`src/rtl/mfm_dpll_track.sv`:
```
// MFM data-separator DPLL: recovers the bit-window clock from raw MFM pulses
// with bounded proportional phase correction, lock detection and
// loss-of-signal recovery.
// Optional: define MFM_DPLL_STATS_EN to add pulse_count / unlock_count outputs.
module mfm_dpll_track #(
  parameter int unsigned HALF_PERIOD  = 5,
  parameter int unsigned CNT_W        = 4,
  parameter int unsigned MAX_ADJ      = 1,
  parameter int unsigned LOCK_COUNT   = 8,
  parameter int unsigned LOSS_TIMEOUT = 16
) (
  input  logic             clk_50,
  input  logic             reset,
  input  logic             enable,
  input  logic             raw_mfm,
  output logic             clk_5,
  output logic             mfm_bit,
  output logic             bit_valid,
  output logic             locked,
  output logic [CNT_W-1:0] phase_err
`ifdef MFM_DPLL_STATS_EN
  ,
  output logic [15:0]      pulse_count,
  output logic [7:0]       unlock_count
`endif
);

  localparam int unsigned C       = HALF_PERIOD / 2;
  localparam int unsigned ERR_W   = CNT_W + 1;
  localparam int unsigned GOOD_W  = $clog2(LOCK_COUNT + 1);
  localparam int unsigned EMPTY_W = $clog2(LOSS_TIMEOUT + 1);
  localparam logic signed [ERR_W-1:0] MAX_S = ERR_W'(MAX_ADJ);

  typedef enum logic {HUNT, TRACK} state_t;

  state_t                    state, state_nxt;
  logic                      sync1, sync2, prev;
  logic [CNT_W-1:0]          cnt, cnt_nxt;
  logic signed [CNT_W-1:0]   adj, adj_nxt, pend, pend_nxt;
  logic                      seen, seen_nxt;
  logic [GOOD_W-1:0]         good, good_nxt;
  logic [EMPTY_W-1:0]        empty, empty_nxt;
  logic                      clk_5_nxt, mfm_bit_nxt, bit_valid_nxt, locked_nxt;
  logic [CNT_W-1:0]          phase_err_nxt;

  logic                      pulse_edge_c, first_c, close_c, timeout_c, accept_c, in_tol_c;
  logic [CNT_W-1:0]          term_c;
  logic signed [ERR_W-1:0]   err_c, clamp_c;

  // Rising-edge detect on the synchronised pulse line
  assign pulse_edge_c = sync2 & ~prev;
  assign term_c       = CNT_W'(HALF_PERIOD - 1) + $unsigned(adj);
  assign close_c      = (state == TRACK) && (cnt == term_c);
  assign timeout_c    = (state == TRACK) && (empty == EMPTY_W'(LOSS_TIMEOUT));
  assign first_c      = (state == TRACK) && pulse_edge_c && !seen;
  assign accept_c     = first_c && enable && !timeout_c;
  assign err_c        = $signed({1'b0, cnt}) - $signed(ERR_W'(C));
  assign in_tol_c     = (err_c <= MAX_S) && (err_c >= -MAX_S);

  // Clamp the phase error to the per-window correction limit
  always_comb begin
    clamp_c = err_c;
    if (err_c > MAX_S)       clamp_c = MAX_S;
    else if (err_c < -MAX_S) clamp_c = -MAX_S;
  end

  // Synchroniser and state/output registers
  always_ff @(posedge clk_50 or negedge reset) begin
    if (!reset) begin
      sync1     <= 1'b0;
      sync2     <= 1'b0;
      prev      <= 1'b0;
      state     <= HUNT;
      cnt       <= '0;
      adj       <= '0;
      pend      <= '0;
      seen      <= 1'b0;
      good      <= '0;
      empty     <= '0;
      clk_5     <= 1'b0;
      mfm_bit   <= 1'b0;
      bit_valid <= 1'b0;
      locked    <= 1'b0;
      phase_err <= '0;
    end else begin
      sync1     <= raw_mfm;
      sync2     <= sync1;
      prev      <= sync2;
      state     <= state_nxt;
      cnt       <= cnt_nxt;
      adj       <= adj_nxt;
      pend      <= pend_nxt;
      seen      <= seen_nxt;
      good      <= good_nxt;
      empty     <= empty_nxt;
      clk_5     <= clk_5_nxt;
      mfm_bit   <= mfm_bit_nxt;
      bit_valid <= bit_valid_nxt;
      locked    <= locked_nxt;
      phase_err <= phase_err_nxt;
    end
  end

  // Next-state: hunt for first edge, then track windows and correct phase
  always_comb begin
    state_nxt     = state;
    cnt_nxt       = cnt;
    adj_nxt       = adj;
    pend_nxt      = pend;
    seen_nxt      = seen;
    good_nxt      = good;
    empty_nxt     = empty;
    clk_5_nxt     = clk_5;
    mfm_bit_nxt   = mfm_bit;
    bit_valid_nxt = 1'b0;
    locked_nxt    = locked;
    phase_err_nxt = phase_err;
    case (state)
      HUNT: begin
        clk_5_nxt = 1'b0;
        cnt_nxt   = '0;
        if (enable && pulse_edge_c) begin
          state_nxt = TRACK;
          cnt_nxt   = CNT_W'(C + 1);
          seen_nxt  = 1'b1;
        end
      end
      TRACK: begin
        if (!enable || timeout_c) begin
          state_nxt  = HUNT;
          locked_nxt = 1'b0;
          clk_5_nxt  = 1'b0;
          cnt_nxt    = '0;
          adj_nxt    = '0;
          pend_nxt   = '0;
          seen_nxt   = 1'b0;
          good_nxt   = '0;
          empty_nxt  = '0;
        end else begin
          cnt_nxt = cnt + CNT_W'(1);
          if (first_c) begin
            phase_err_nxt = CNT_W'(err_c);
            pend_nxt      = CNT_W'(clamp_c);
            seen_nxt      = 1'b1;
            if (in_tol_c) begin
              if (good >= GOOD_W'(LOCK_COUNT - 1)) begin
                good_nxt   = GOOD_W'(LOCK_COUNT);
                locked_nxt = 1'b1;
              end else begin
                good_nxt = good + GOOD_W'(1);
              end
            end else begin
              good_nxt = '0;
            end
          end
          if (close_c) begin
            clk_5_nxt     = ~clk_5;
            cnt_nxt       = '0;
            mfm_bit_nxt   = seen | pulse_edge_c;
            bit_valid_nxt = 1'b1;
            seen_nxt      = 1'b0;
            adj_nxt       = first_c ? CNT_W'(clamp_c) : pend;
            pend_nxt      = '0;
            if (seen || pulse_edge_c)                    empty_nxt = '0;
            else if (empty < EMPTY_W'(LOSS_TIMEOUT))     empty_nxt = empty + EMPTY_W'(1);
          end
        end
      end
      default: state_nxt = HUNT;
    endcase
  end

`ifdef MFM_DPLL_STATS_EN
  // Saturating accepted-pulse and lock-loss statistics
  always_ff @(posedge clk_50 or negedge reset) begin
    if (!reset) begin
      pulse_count  <= '0;
      unlock_count <= '0;
    end else begin
      if (accept_c && (pulse_count != 16'hFFFF))
        pulse_count <= pulse_count + 16'd1;
      if (locked && !locked_nxt && (unlock_count != 8'hFF))
        unlock_count <= unlock_count + 8'd1;
    end
  end
`endif

endmodule
```
`config.mk`:
```
export PLATFORM = sky130hd
export DESIGN_NAME = mfm_dpll_track
export DESIGN_NICKNAME = d
export VERILOG_FILES = /design/src/rtl/mfm_dpll_track.sv
export SDC_FILE = /design/constraint.sdc
export NUM_CORES = 1
export LEC_CHECK = 0
export BUFFER_PORTS_ARGS = -buffer_cell sky130_fd_sc_hd__buf_2
export CAP_MARGIN = 20
export CORE_ASPECT_RATIO = 1.5
export CORE_MARGIN = 2
export CORE_UTILIZATION = 56
export CTS_BUF_LIST = sky130_fd_sc_hd__clkbuf_4 sky130_fd_sc_hd__clkbuf_8
export CTS_CLUSTER_SIZE = 25
export DETAILED_ROUTE_END_ITERATION = 12
export GPL_TIMING_DRIVEN = 0
export PLACE_DENSITY = 0.78
export SETUP_SLACK_MARGIN = 0.02
export SLEW_MARGIN = 20
export SYNTH_ARGS = -nofsm -noshare
export SYNTH_HDL_FRONTEND = slang
export SYNTH_SLANG_ARGS = --single-unit
```
`constraint.sdc`:
```
create_clock -name clk_50 -period 1.9 [get_ports clk_50]
set_input_delay 0.095 -clock clk_50 [delete_from_list [all_inputs] [get_ports clk_50]]
set_output_delay 0.095 -clock clk_50 [all_outputs]
set_load 0.005 [all_outputs]
```
==> key figures <==
Synth
  – Asr flop ratio synth: between 90% and 100%
  – Multiplexer share of the synthesized area: 3.33%
  – Largest area contributor in the netlist: dfrtp_1
  – Combinational family with the most area after synthesis: compound AO/OA/AOI/OAI gates
  – Synth Register Bits: 34
  – Post-Synth Adder-Cell Area: 6.37%
  – Mapped Area: 0.00177 sq mm
  – Synth Area in Compound Gates: 20.5%
  – Average cell area after synthesis: 10.8 sq um
  – Cell variety after synth: 48
  – Post-Synth XOR/XNOR Area: 3.47%
  – Top cells by area in the synthesized netlist: dfrtp_1, ha_1, o2bb2ai_1
  – Register area share after synthesis: 48.1%
  – Ys Warns: 0
  – EDFF count, synth: 0
  – Synth Area in Simple Gates: 15.0%
  – Post-Syn Instances: around 160
  – Yosys top cell area share: between 40% and 50%
  – Syn nets: 177
  – Main synth FF type: dfrtp_1

Die
  – Chip height: about 73 um
  – Die X: 49.9 um
  – Die area: 0.00363 sq mm
  – Ports: 12
  – Initial Util: 57.1%
  – # rows: 25
  – CORE AREA: slightly above 0.003 sq mm

Global routing
  – Vias in the first global route: 1445
  – Initial antenna violation count: 0
  – Grt ovf: 0
  – GRT Resource Usage Total: 22.9%
  – Largest net degree at the start of global routing: 35
  – First-pass GRT wire length: 6260 um

Worst setup path
  – Crit-path max FO: 4
  – CP Capture Point: good[0]
  – WP data required: 2.13 ns
  – RR Startpoint: cnt[2]
  – CP max-delay cell: dfrtp_2
  – Worst setup SP type: flip-flop
  – Worst R2R Setup Slack: 0.07 ns
  – Critical Path End Type: flip-flop
  – Worst r2r path cells: 7
  – Crit-path cells: inv_2, ha_4, xnor2_2, o311a_1, a211o_1, nor2_2, mux2_2
  – Crit Path Class: flip-flop to flip-flop
  – Reg-to-reg endpoint: good[0]
  – Crit. Startpoint: cnt[2]
  – Largest stage delay on the critical path: 0.40 ns
  – WP data arrival: 2.06 ns

Place
  – Dpl cell area: roughly 0.0019 sq mm
  – Placed cell count: 214
  – Placer congestion estimate: 0.814
  – Port bufs: 10
  – Post-DP HPWL: 2660 um

Routing
  – DRT iter0 DRCs: 36
  – ANT nets after route: 0
  – Residual DRC: 0
  – DR pass1 iterations: 4
  – DR vias/cell: 5.83
  – Routed wire length: 3890 um
  – Drt wl/cell: 16.1 um
  – Total number of vias: 1411

CTS
  – Cts bufs inserted: 5
  – H-tree depth: 2
  – Root Driver: clkbuf_8
  – Clk slew on worst S/H paths: 0.07 ns
  – Clk buf depth: 2
  – Worst skew pair latency: 0.29 ns
  – Sink Count: 34
  – CTS tree: built

STA
  – Setup TNS: 0 ns
  – Slew at the pin with the worst max-slew slack: around 0.76 ns
  – Unrepaired setup endpoints after global routing: true
  – Clk_skew: about 0.0044 ns
  – Crit path time final: 1.83 ns
  – Hold Violations, Final: 0
  – Fin. max-slew vios: 0
  – Max frequency: 546 MHz
  – Slew margin rel.: 49.2%
  – Final setup violating endpoints: 0
  – Final worst-path cycle share: a little under 100%

Layout
  – Final instance area: 0.00224 sq mm
  – Share of cells above drive strength 1: about 35%
  – Synth-to-layout area growth: 26.6%
  – Most frequent cells in the layout: dfrtp_1, buf_4, nand2_1, buf_2, o21ai_0
  – Commonest non-fill, non-tap cell in the layout: dfrtp_1
  – Cell Count, Final, Fillers Out: 242
  – Final core utilization: 72.3%
  – Ant diodes: 0
  – NumNets Final: 214

Power and ir drop
  – Peak VDD IR: approximately 0.00078 V
  – Sequential Power Share: 51.5%
  – Clock Power Share: 36.3%
  – Internal Power: 0.00115 W
  – Post-layout total power: 0.00153 W
  – Pleak: 1.03 nW
  – Sw power: 0.000387 W
  – Pwr/cell area: between 600 and 700 mW/mm^2
  – Switching Fraction: around a quarter
  – Combinational share of power: 12.2%

Min path
  – Worst Hold Class: input port to flip-flop
  – Worst hold stages: 3

Flow run
  – MaxCap Viol Count: 0

Status
  – Status: complete, no violations
==> power by group through the flow <==
stage	Combinational [W]	Clock [W]	Sequential (W)
after global routing	0.000206	0.000601	0.000793
after detailed placement	0.000153	0	0.000804
after global placement	0.000145	0	0.000800
final	0.000187	0.000557	0.000790
after floorplan	0.0000887	0	0.000800
after CTS	0.000169	0.000569	0.000790
==> worst min path at each step <==
stage	startpoint	endpoint	slack, ns
after CTS	enable	clk_5	0.28
after detailed placement	reset	good[1]	0.20
after floorplan	reset	adj[0]	-0.20
after global placement	reset	good[2]	0.18
after global routing	enable	locked	0.30
final	enable	locked	0.29
==> synthesized netlist by cell type, types with 2 or more instances <==
library cell / n
a211oi_1: 2
a21o_1: 2
a21oi_1: 4
a22o_1: 2
a31oi_1: 4
and2_1: 2
buf_2: 2
clkbuf_1: 2
dfrtp_1: 34
ha_1: 9
inv_1: 9
mux2_2: 4
nand2_1: 11
nand2b_1: 4
nand3_1: 4
nor2_1: 9
nor2b_1: 4
nor3_1: 2
o211ai_1: 3
o21ai_0: 10
o22ai_1: 2
o2bb2ai_1: 7
o311a_1: 2
xnor2_1: 3
xor2_1: 4
==> stage by stage <==
step           hold slack [ns]  setup WS (ns)
2_1_floorplan           -0.201         0.0493
3_3_place_gp             0.184         -0.209
3_5_place_dp             0.204         -0.310
4_1_cts                  0.280         0.0417
5_1_grt                  0.296       -0.00575
6_report                 0.286         0.0683
==> kinds of logic after synthesis <==
kind of cell / count (synthesis)
AOI/OAI and AO/OA: 49
xor gates and xnor gates: 7
adders and majority gates: 9
buffers and inverters: 14
DFF: 34
muxes: 5
and+or+nand+nor: 46
==> routing by layer <==
layer / vias to the layer above / track usage [%] / part of all wire [%]
li1: 663 / - / -
met1: 704 / 22.9 / 38
met2: 37 / 43.3 / 56
met3: 7 / 5.12 / 3.4
met4: 0 / 12.0 / 2.2
met5: - / 0 / 0
==> registers in the layout, summed over array words and instances, names as in the netlist <==
register,flops
adj,4
state,1
cnt,4
phase_err,4
sync2,1
prev,1
sync1,1
empty,5
pend,4
locked,1
clk_5,1
seen,1
good,4
bit_valid,1
mfm_bit,1
==> what timing repair did <==
| item | CTS | global route |
|---|---|---|
| endpoints found under the setup margin | 20 | 5 |
| hold buffers | 2 | 0 |
| gates resized for setup | 13 | 14 |
| cloned | 0 | 0 |
| buffers inserted | 6 | 12 |
| pin swaps | 2 | 7 |
| endpoints found under the hold margin | 35 | 0 |
==> layout make-up <==
class / count / area (sq um)
Clock buffer: 7 / 90.1
Inverter: 9 / 33.8
Fill cell: 207 / 858
Multi-Input combinational cell: 116 / 971
Tap cell: 40 / 50.0
Buffer: 5 / 27.5
Timing Repair Buffer: 30 / 205
Sequential cell: 34 / 856
Clock inverter: 1 / 5.00
==> critical path, delay by kind of cell, from the launching register on <==
family                     cells  cell delay (ns)
muxes                          1             0.15
buffers and inverters          1             0.08
DFF                            1             0.40
xor gates and xnor gates       1             0.17
and+or+nand+nor                1             0.12
AOI/OAI and AO/OA              2             0.68
adders and majority gates      1             0.17
No activity file was read; power rests on OpenSTA's default activity.
